## src/rtl/sha256_compress_core.sv

```systemverilog
// SHA-256 compression engine: accepts one padded 512-bit block per handshake,
// runs the 64 rounds ROUNDS_PER_CYCLE at a time and chains H0..H7 across blocks.
module sha256_compress_core #(
  parameter int ROUNDS_PER_CYCLE = 1,
  parameter int USE_CSA          = 1
) (
  input  logic         clk,
  input  logic         reset_n,
  input  logic         blk_valid,
  output logic         blk_ready,
  input  logic [511:0] blk_data,
  input  logic         blk_first,
  output logic [255:0] digest,
  output logic         digest_valid,
  output logic         busy
);

  localparam logic [1:0] ST_IDLE   = 2'd0;
  localparam logic [1:0] ST_ROUNDS = 2'd1;
  localparam logic [1:0] ST_FINAL  = 2'd2;

  localparam logic [5:0] RND_STEP = 6'(ROUNDS_PER_CYCLE);
  localparam logic [5:0] RND_LAST = 6'(64 - ROUNDS_PER_CYCLE);

  generate
    if (!(ROUNDS_PER_CYCLE == 1 || ROUNDS_PER_CYCLE == 2 ||
          ROUNDS_PER_CYCLE == 4 || ROUNDS_PER_CYCLE == 8)) begin : g_bad_rpc
      $error("sha256_compress_core: ROUNDS_PER_CYCLE must be 1, 2, 4 or 8");
    end
  endgenerate

  localparam logic [31:0] K_TABLE [0:63] = '{
    32'h428a2f98, 32'h71374491, 32'hb5c0fbcf, 32'he9b5dba5,
    32'h3956c25b, 32'h59f111f1, 32'h923f82a4, 32'hab1c5ed5,
    32'hd807aa98, 32'h12835b01, 32'h243185be, 32'h550c7dc3,
    32'h72be5d74, 32'h80deb1fe, 32'h9bdc06a7, 32'hc19bf174,
    32'he49b69c1, 32'hefbe4786, 32'h0fc19dc6, 32'h240ca1cc,
    32'h2de92c6f, 32'h4a7484aa, 32'h5cb0a9dc, 32'h76f988da,
    32'h983e5152, 32'ha831c66d, 32'hb00327c8, 32'hbf597fc7,
    32'hc6e00bf3, 32'hd5a79147, 32'h06ca6351, 32'h14292967,
    32'h27b70a85, 32'h2e1b2138, 32'h4d2c6dfc, 32'h53380d13,
    32'h650a7354, 32'h766a0abb, 32'h81c2c92e, 32'h92722c85,
    32'ha2bfe8a1, 32'ha81a664b, 32'hc24b8b70, 32'hc76c51a3,
    32'hd192e819, 32'hd6990624, 32'hf40e3585, 32'h106aa070,
    32'h19a4c116, 32'h1e376c08, 32'h2748774c, 32'h34b0bcb5,
    32'h391c0cb3, 32'h4ed8aa4a, 32'h5b9cca4f, 32'h682e6ff3,
    32'h748f82ee, 32'h78a5636f, 32'h84c87814, 32'h8cc70208,
    32'h90befffa, 32'ha4506ceb, 32'hbef9a3f7, 32'hc67178f2
  };

  localparam logic [31:0] IV [0:7] = '{
    32'h6a09e667, 32'hbb67ae85, 32'h3c6ef372, 32'ha54ff53a,
    32'h510e527f, 32'h9b05688c, 32'h1f83d9ab, 32'h5be0cd19
  };

  function automatic logic [31:0] rotr(input logic [31:0] x, input int n);
    return (x >> n) | (x << (32 - n));
  endfunction

  function automatic logic [31:0] big_sigma0(input logic [31:0] x);
    return rotr(x, 2) ^ rotr(x, 13) ^ rotr(x, 22);
  endfunction

  function automatic logic [31:0] big_sigma1(input logic [31:0] x);
    return rotr(x, 6) ^ rotr(x, 11) ^ rotr(x, 25);
  endfunction

  function automatic logic [31:0] small_sigma0(input logic [31:0] x);
    return rotr(x, 7) ^ rotr(x, 18) ^ (x >> 3);
  endfunction

  function automatic logic [31:0] small_sigma1(input logic [31:0] x);
    return rotr(x, 17) ^ rotr(x, 19) ^ (x >> 10);
  endfunction

  function automatic logic [31:0] ch(input logic [31:0] x, y, z);
    return (x & y) ^ (~x & z);
  endfunction

  function automatic logic [31:0] maj(input logic [31:0] x, y, z);
    return (x & y) ^ (x & z) ^ (y & z);
  endfunction

  // Majority is exactly the carry of a full adder, so the 3:2 compressors reuse maj().
  function automatic logic [31:0] t1_sum(input logic [31:0] h, s1, c, k, w);
    logic [31:0] s_a, c_a, s_b, c_b, s_c, c_c;
    s_a = h ^ s1 ^ c;
    c_a = maj(h, s1, c) << 1;
    s_b = s_a ^ c_a ^ k;
    c_b = maj(s_a, c_a, k) << 1;
    s_c = s_b ^ c_b ^ w;
    c_c = maj(s_b, c_b, w) << 1;
    if (USE_CSA != 0) return s_c + c_c;
    return h + s1 + c + k + w;
  endfunction

  logic [1:0]  state_q, state_d;
  logic [5:0]  rnd_q, rnd_d;
  logic        dv_q, dv_d;
  logic [31:0] wv_q [0:7];
  logic [31:0] wv_d [0:7];
  logic [31:0] h_q [0:7];
  logic [31:0] h_d [0:7];
  logic [31:0] w_q [0:15];
  logic [31:0] w_d [0:15];

  always_comb begin : next_state
    logic [31:0] ext [0:15+ROUNDS_PER_CYCLE];
    logic [31:0] va, vb, vc, vd, ve, vf, vg, vh, t1, t2;

    state_d = state_q;
    rnd_d   = rnd_q;
    dv_d    = dv_q;
    wv_d    = wv_q;
    h_d     = h_q;
    w_d     = w_q;

    // ext[j] holds W[rnd + j]; the top R entries are the newly expanded words.
    for (int j = 0; j < 16; j++) ext[j] = w_q[j];
    for (int k = 0; k < ROUNDS_PER_CYCLE; k++) begin
      ext[16+k] = small_sigma1(ext[14+k]) + ext[9+k] + small_sigma0(ext[1+k]) + ext[k];
    end

    va = wv_q[0]; vb = wv_q[1]; vc = wv_q[2]; vd = wv_q[3];
    ve = wv_q[4]; vf = wv_q[5]; vg = wv_q[6]; vh = wv_q[7];
    t1 = '0;
    t2 = '0;
    for (int i = 0; i < ROUNDS_PER_CYCLE; i++) begin
      t1 = t1_sum(vh, big_sigma1(ve), ch(ve, vf, vg), K_TABLE[rnd_q + 6'(i)], ext[i]);
      t2 = big_sigma0(va) + maj(va, vb, vc);
      vh = vg;
      vg = vf;
      vf = ve;
      ve = vd + t1;
      vd = vc;
      vc = vb;
      vb = va;
      va = t1 + t2;
    end

    case (state_q)
      ST_IDLE: begin
        if (blk_valid) begin
          for (int j = 0; j < 16; j++) w_d[j] = blk_data[511-32*j -: 32];
          rnd_d   = '0;
          dv_d    = 1'b0;
          state_d = ST_ROUNDS;
          for (int i = 0; i < 8; i++) begin
            if (blk_first) begin
              h_d[i]  = IV[i];
              wv_d[i] = IV[i];
            end else begin
              wv_d[i] = h_q[i];
            end
          end
        end
      end
      ST_ROUNDS: begin
        wv_d[0] = va; wv_d[1] = vb; wv_d[2] = vc; wv_d[3] = vd;
        wv_d[4] = ve; wv_d[5] = vf; wv_d[6] = vg; wv_d[7] = vh;
        for (int j = 0; j < 16; j++) w_d[j] = ext[j+ROUNDS_PER_CYCLE];
        rnd_d = rnd_q + RND_STEP;
        if (rnd_q == RND_LAST) state_d = ST_FINAL;
      end
      ST_FINAL: begin
        for (int i = 0; i < 8; i++) h_d[i] = h_q[i] + wv_q[i];
        dv_d    = 1'b1;
        state_d = ST_IDLE;
      end
      default: state_d = ST_IDLE;
    endcase
  end

  always_ff @(posedge clk or negedge reset_n) begin
    if (!reset_n) begin
      state_q <= ST_IDLE;
      rnd_q   <= '0;
      dv_q    <= 1'b0;
      for (int i = 0; i < 8; i++) begin
        wv_q[i] <= '0;
        h_q[i]  <= '0;
      end
      for (int j = 0; j < 16; j++) w_q[j] <= '0;
    end else begin
      state_q <= state_d;
      rnd_q   <= rnd_d;
      dv_q    <= dv_d;
      for (int i = 0; i < 8; i++) begin
        wv_q[i] <= wv_d[i];
        h_q[i]  <= h_d[i];
      end
      for (int j = 0; j < 16; j++) w_q[j] <= w_d[j];
    end
  end

  assign blk_ready    = (state_q == ST_IDLE);
  assign busy         = ~blk_ready;
  assign digest_valid = dv_q;
  assign digest       = {h_q[0], h_q[1], h_q[2], h_q[3], h_q[4], h_q[5], h_q[6], h_q[7]};

endmodule

```

## config.mk

```make
export PLATFORM = sky130hd
export DESIGN_NAME = sha256_compress_core
export DESIGN_NICKNAME = d
export VERILOG_FILES = /design/src/rtl/sha256_compress_core.sv
export SDC_FILE = /design/constraint.sdc
export NUM_CORES = 2
export LEC_CHECK = 0
export ABC_AREA = 1
export BUFFER_PORTS_ARGS = -buffer_cell sky130_fd_sc_hd__buf_2
export CAP_MARGIN = 0
export CELL_PAD_IN_SITES_DETAIL_PLACEMENT = 0
export CELL_PAD_IN_SITES_GLOBAL_PLACEMENT = 2
export CORE_UTILIZATION = 38
export DETAILED_ROUTE_END_ITERATION = 10
export GPL_TIMING_DRIVEN = 0
export PLACE_DENSITY = 0.87
export SLEW_MARGIN = 30
export SYNTH_ARGS = -nofsm -noshare
export SYNTH_HDL_FRONTEND = slang
export SYNTH_SLANG_ARGS = --single-unit
```

## constraint.sdc

```tcl
create_clock -name clk -period 15.9 [get_ports clk]
set_clock_uncertainty 0.15 [all_clocks]
set_input_delay 3.18 -clock clk [delete_from_list [all_inputs] [get_ports clk]]
set_output_delay 3.18 -clock clk [all_outputs]
set_load 0.01 [all_outputs]
```

# After elaboration in Yosys (flattened, before gate mapping)
# Memories as Yosys holds them, arrays and structs flattened.
# Index checks and enable logic that the tools add are counted.
# totals
reg_bits,1033
mem_bits_ro,2048
inputBits,516
out_inout_bits,259
mem_count,1
# mem_list
memory,words,width,rd,rd_clocked_by_memory_dff,wr,line,source
(no name shown),64,32,1,0,0,129,"t1 = t1_sum(vh, big_sigma1(ve), ch(ve, vf, vg), K_TABLE[rnd_q + 6'(i)], ext[i]);"
# classes
add_sub_neg,16
order_cmp,1
eq_ne,5
muxes,22
bitwise,50
reduce_logical,6
# ops
cell,n
256-bit one-hot mux with 2 select lines,2
512-bit one-hot mux with 2 select lines,1
512-bit two-way mux,1
32-bit adder,15
32-bit XOR,15
32-bit two-way mux,10
31-bit AND,9
256-bit two-way mux,1
31-bit XOR,6
32-bit AND,5
32-bit NOT,1
10-bit by 32-bit OR with 32-bit output,1
13-bit by 32-bit OR with 32-bit output,1
14-bit by 32-bit OR with 32-bit output,1
15-bit by 32-bit OR with 32-bit output,1
19-bit by 32-bit OR with 32-bit output,1
21-bit by 32-bit OR with 32-bit output,1
25-bit by 32-bit OR with 32-bit output,1
26-bit by 32-bit OR with 32-bit output,1
30-bit by 32-bit OR with 32-bit output,1
7-bit by 32-bit OR with 32-bit output,1
32-bit by 22-bit XOR with 32-bit output,1
32-bit by 29-bit XOR with 32-bit output,1
6-bit one-hot mux with 2 select lines,1
other kinds (16),21

# Depth between registers and ports, before layout
# logic_depth
depth_word,15
ltp_mapped,44

# Worst setup path before layout
# No wires, ideal clock.
# synth_path
path_kind,register -> register
start,register rnd_q[0]
end,"register wv_q, in the netlist next_state.vb[31]"
t_arrival_ns,6.407
path_slack_ns,9.224
stages_incl_launch_ff,38
path_cell_list,dfrtp_1 clkbuf_1 inv_1 ha_1 nor2_1 nor2_1 o21ai_0 o21ai_0 a21oi_1 a31oi_1 fa_1 fa_1 ha_1 fa_1 nand2_1 nand3_2 nand2_1 nand2_2 [... 2 more ...] nand2_4 nand2_2 nand2_2 nand2_4 xnor2_1 fa_1 inv_1 ha_1 nand2_1 nor3_1 and3_1 nand3_1 nand3b_1 nand2_1 nand3_1 nand2_1 o21ai_0 inv_1
# synth_via
elab_chain_len,13
elab_cells_between_ends,19
# synth_lines
element,line,source
from (decl),98,"logic [5:0] rnd_q, rnd_d;"
from (signal assigned),186,rnd_q <= rnd_d;
6-bit NOT with 7-bit output (not written as such) (*),129,
memory 64 x 32 bit (*),n/a,
32-bit two-way mux (not written as such) (*) (2 in series),129,
31-bit AND,81,return (x & y) ^ (x & z) ^ (y & z);
31-bit XOR (2 in series),81,
31-bit AND,81,
31-bit XOR (2 in series),81,
32-bit adder (*),93,if (USE_CSA != 0) return s_c + c_c;
32-bit adder (*),138,va = t1 + t2;
256-bit one-hot mux with 2 select lines (*),141,case (state_q)
"to (signal, indexed assignment)",189,wv_q[i] <= wv_d[i];
to (decl),100,logic [31:0] wv_q [0:7];
# Mark *: on every way between the ends. The rest lies on a longest branch, timed or not. The select of a mux whose other input is x is not followed.
# A chain may end at the register's enable or synchronous reset.

# Final worst setup path
# layout_path
start,register rnd_q[0]
end,"register wv_q, in the netlist next_state.vb[30]"
# The elaborated chain is that of the path after synthesis.

==> reports/summary.txt <==
Chip Width: 462.5 um
initial antenna violation count: 123
Syn-to-layout area delta: 16.63%
post-CTS sizing: 0
outcome: complete, no violations
die area: 213,900 um^2
num ports: 775
total wire length: 502,700 um
Initial Util: 38.33%
HPWL Detailed: 413,400 um
Pins Over Slew Limit: 0
total number of vias: 90.22k
Slew HR: 17.30%
CP peak stage delay: 690 ps
min Tclk post-route: 10,940 ps
RSZ-0062 raised after global routing: no
CORE AREA: 210,200 um^2
initial DRC count: 11.65k
Post-Synth Adder-Cell Area: 10.93%
clock-pin slew on the worst setup and hold paths: 60 ps
Final GP Congestion: 1.090
CP Capture Type: register
Net Count, Synth: 12.17k
layout cells sized above 1: 11.44%
final setup violation count: 0
Max Fclk: 0.09137 GHz
Worst Path Required: 16,480 ps
setup TNS: 0 ps
Die Y: 462.5 um
GRT Resource Usage Total: 45.52%
CTS tree: done
routed wl met3: 59,270 um
H-tree depth: 4
Worst Hold Class: reg2reg
Rows: 168
vias per cell: 6.015
multi-input logic area: 46,390 um^2
CP Class: reg2reg
Top Metal Used: met5
Port Buffers: 773
first-pass GRT wire length: 680,300 um
hold_buf cts: 0
compound-gate portion of the synthesized area: 23.61%
Worst EP arrival: 11,520 ps
Synth Register Bits: 1,033
Clk Tree Root Cell: clkbuf_16
CP Launch Type: register
register area: 25,850 um^2
critical path peak fanout: 9
count of cell types in the netlist: 74
Final period util: 68.83%
Final Hold Viols: 0
max cap viols: 0
pin count of the biggest net entering global routing: 116
drt pass-1 iters: 9
FFs w/ async S/R, synth: 100.0%
Post-Synth XOR/XNOR Area: 4.430%
Mapped Cells: 11.07k
Clock Tree Buf Depth: 3
largest family of logic cells by synthesized area: compound AO/OA/AOI/OAI gates
clk sinks: 1,033
sequential share of the synthesized area: 32.08%
Syn. warnings: 0
# Post-CTS Setup Buffers: 0
synthesized area: 80,570 um^2
Post-DRT Antenna Nets: 0
# nets final: 13.13k
DRC errors left: 0
mux share of post-synthesis cell area: 0.01242%
wire per inst: 33.52 um
Met2 Wirelength: 213,900 um
Worst-Skew Late Latency: 860 ps
grt ovf: 0
simple-gate share of the synthesized area: 18.59%
Synth Flop Type: dfrtp_1
wl on met1: 186,900 um
cts bufs inserted: 136
Worst-Margin Slew: 1241 ps
syn_area_per_cell: 7.278 um^2
vias in the first global route: 85.59k
EDFF count, synth: 0
CP max-delay cell: nor2_1
Fillers: 21.98k
-- metal layers --
layer	vias up	global-route usage [%]
met5	-	0
met4	120	31.72
met3	1486	15.17
met2	5958	68.50
met1	43690	54.69
li1	38960	-
-- final timing paths --
path / start / to / slack [ps] / cells after the start
worst max-delay path: rnd_q[0]$_DFFE_PN0P_ / next_state.vb[30]$_DFFE_PN0P_ / 4960 / 36
worst min-delay path: next_state.ext[127]$_DFFE_PN0P_ / next_state.ext[127]$_DFFE_PN0P_ / 330 / 2
worst max register to register: rnd_q[0]$_DFFE_PN0P_ / next_state.vb[30]$_DFFE_PN0P_ / 4960 / 36
worst min register to register: next_state.ext[127]$_DFFE_PN0P_ / next_state.ext[127]$_DFFE_PN0P_ / 330 / 2
max in group asynchronous: reset_n / next_state.ext[405]$_DFFE_PN0P_ / 11420 / 4
min in group asynchronous: reset_n / digest[56]$_DFFE_PN0P_ / 2130 / 1
-- metrics by stage --
stage | instances | instance area (um^2) | util (%) | setup WS [ps] | hold WS, ps
final | 15000 | 93970 | 44.70 | 4956 | 331.0
after CTS | 14930 | 93800 | 44.62 | 5539 | 333.7
after detailed placement | 14690 | 89160 | 42.42 | 5559 | 311.8
after floorplan | 11070 | 80570 | - | 9224 | 301.7
after global routing | 14950 | 93850 | 44.65 | 4823 | 344.9
after global placement | 14650 | 87950 | 41.84 | -12730 | 309.2
-- layout by cell type, fill, tap and decap left out, drive strengths merged, types with 15 or more instances in the layout --
cell type and n:
a31oi 54, clkinv 41, inv 1603, o21a 24, xnor2 186, o21ai 1504
o31ai 56, a21o 45, fa 195, o211ai 628, nor4 21, nor2 728
o311ai 17, o21bai 72, nand3 365, ha 392, a21oi 553, diode 65
nor3 94, xor2 219, o221ai 39, dfrtp 1033, o22ai 70, a22oi 17
a31o 15, clkbuf 587, nand2 2287, nand4 113, or2 34, a21boi 51
buf 988
-- logic make-up (layout without fill, tap and decap cells) --
group	Yosys count	after routing
compound gates	3199	3199
xor+xnor	405	405
fa+ha+maj	587	587
buf+inv	2175	3233
flops	1033	1033
mux	1	1
other cells	0	65
simple gates	3671	3671
-- final cells by class --
class	instances	share of cell area, %
multi-input combinational	7863	49.37
buffer	577	2.630
tap	2805	3.735
sequential	1033	27.51
clock inverter	60	0.8269
antenna	65	0.1731
clock buffer	184	4.112
timing repair buffer	814	5.259
inverter	1598	6.383
-- Yosys cell counts, types with 56 or more instances --
cell      instances  area (um^2)
nor2_1          722         2710
o21ai_1         130        650.6
clkbuf_1        402         1509
inv_1          1591         5972
nand2_1        2272         8528
o21bai_1         67        503.0
o31ai_1          56        420.4
o211ai_1        623         4677
buf_2           121        605.6
a21oi_1         548         2743
o22ai_1          70        437.9
nand4_1         113        706.9
fa_1            195         3904
nand3_1         363         1817
xor2_1          216         1892
dfrtp_1        1033        25850
nor3_1           92        460.4
o21ai_0        1361         6812
xnor2_1         186         1629
ha_1            392         4905
-- state kept, by name, summed over array words and instances, names as in the netlist --
register / flops
next_state.vb: 32
state_q: 2
next_state.vd: 32
next_state.vh: 32
rnd_q: 6
next_state.vg: 32
digest: 256
next_state.vc: 32
wv_q: 64
next_state.ext: 512
digest_valid: 1
next_state.vf: 32
-- critical path: cells and delay by family, from the launching register on --
kind / cells / cell delay (ps)
AND/OR/NAND/NOR: 12 / 2490
buffers and inverters: 7 / 1590
flip-flops: 1 / 590
XOR/XNOR: 1 / 580
AO/OA/AOI/OAI: 10 / 2660
adder cells (fa/ha/maj): 6 / 2760
Power is not shown: default switching activity piles up to over one toggle a cycle in this logic, so the estimate is an artifact.
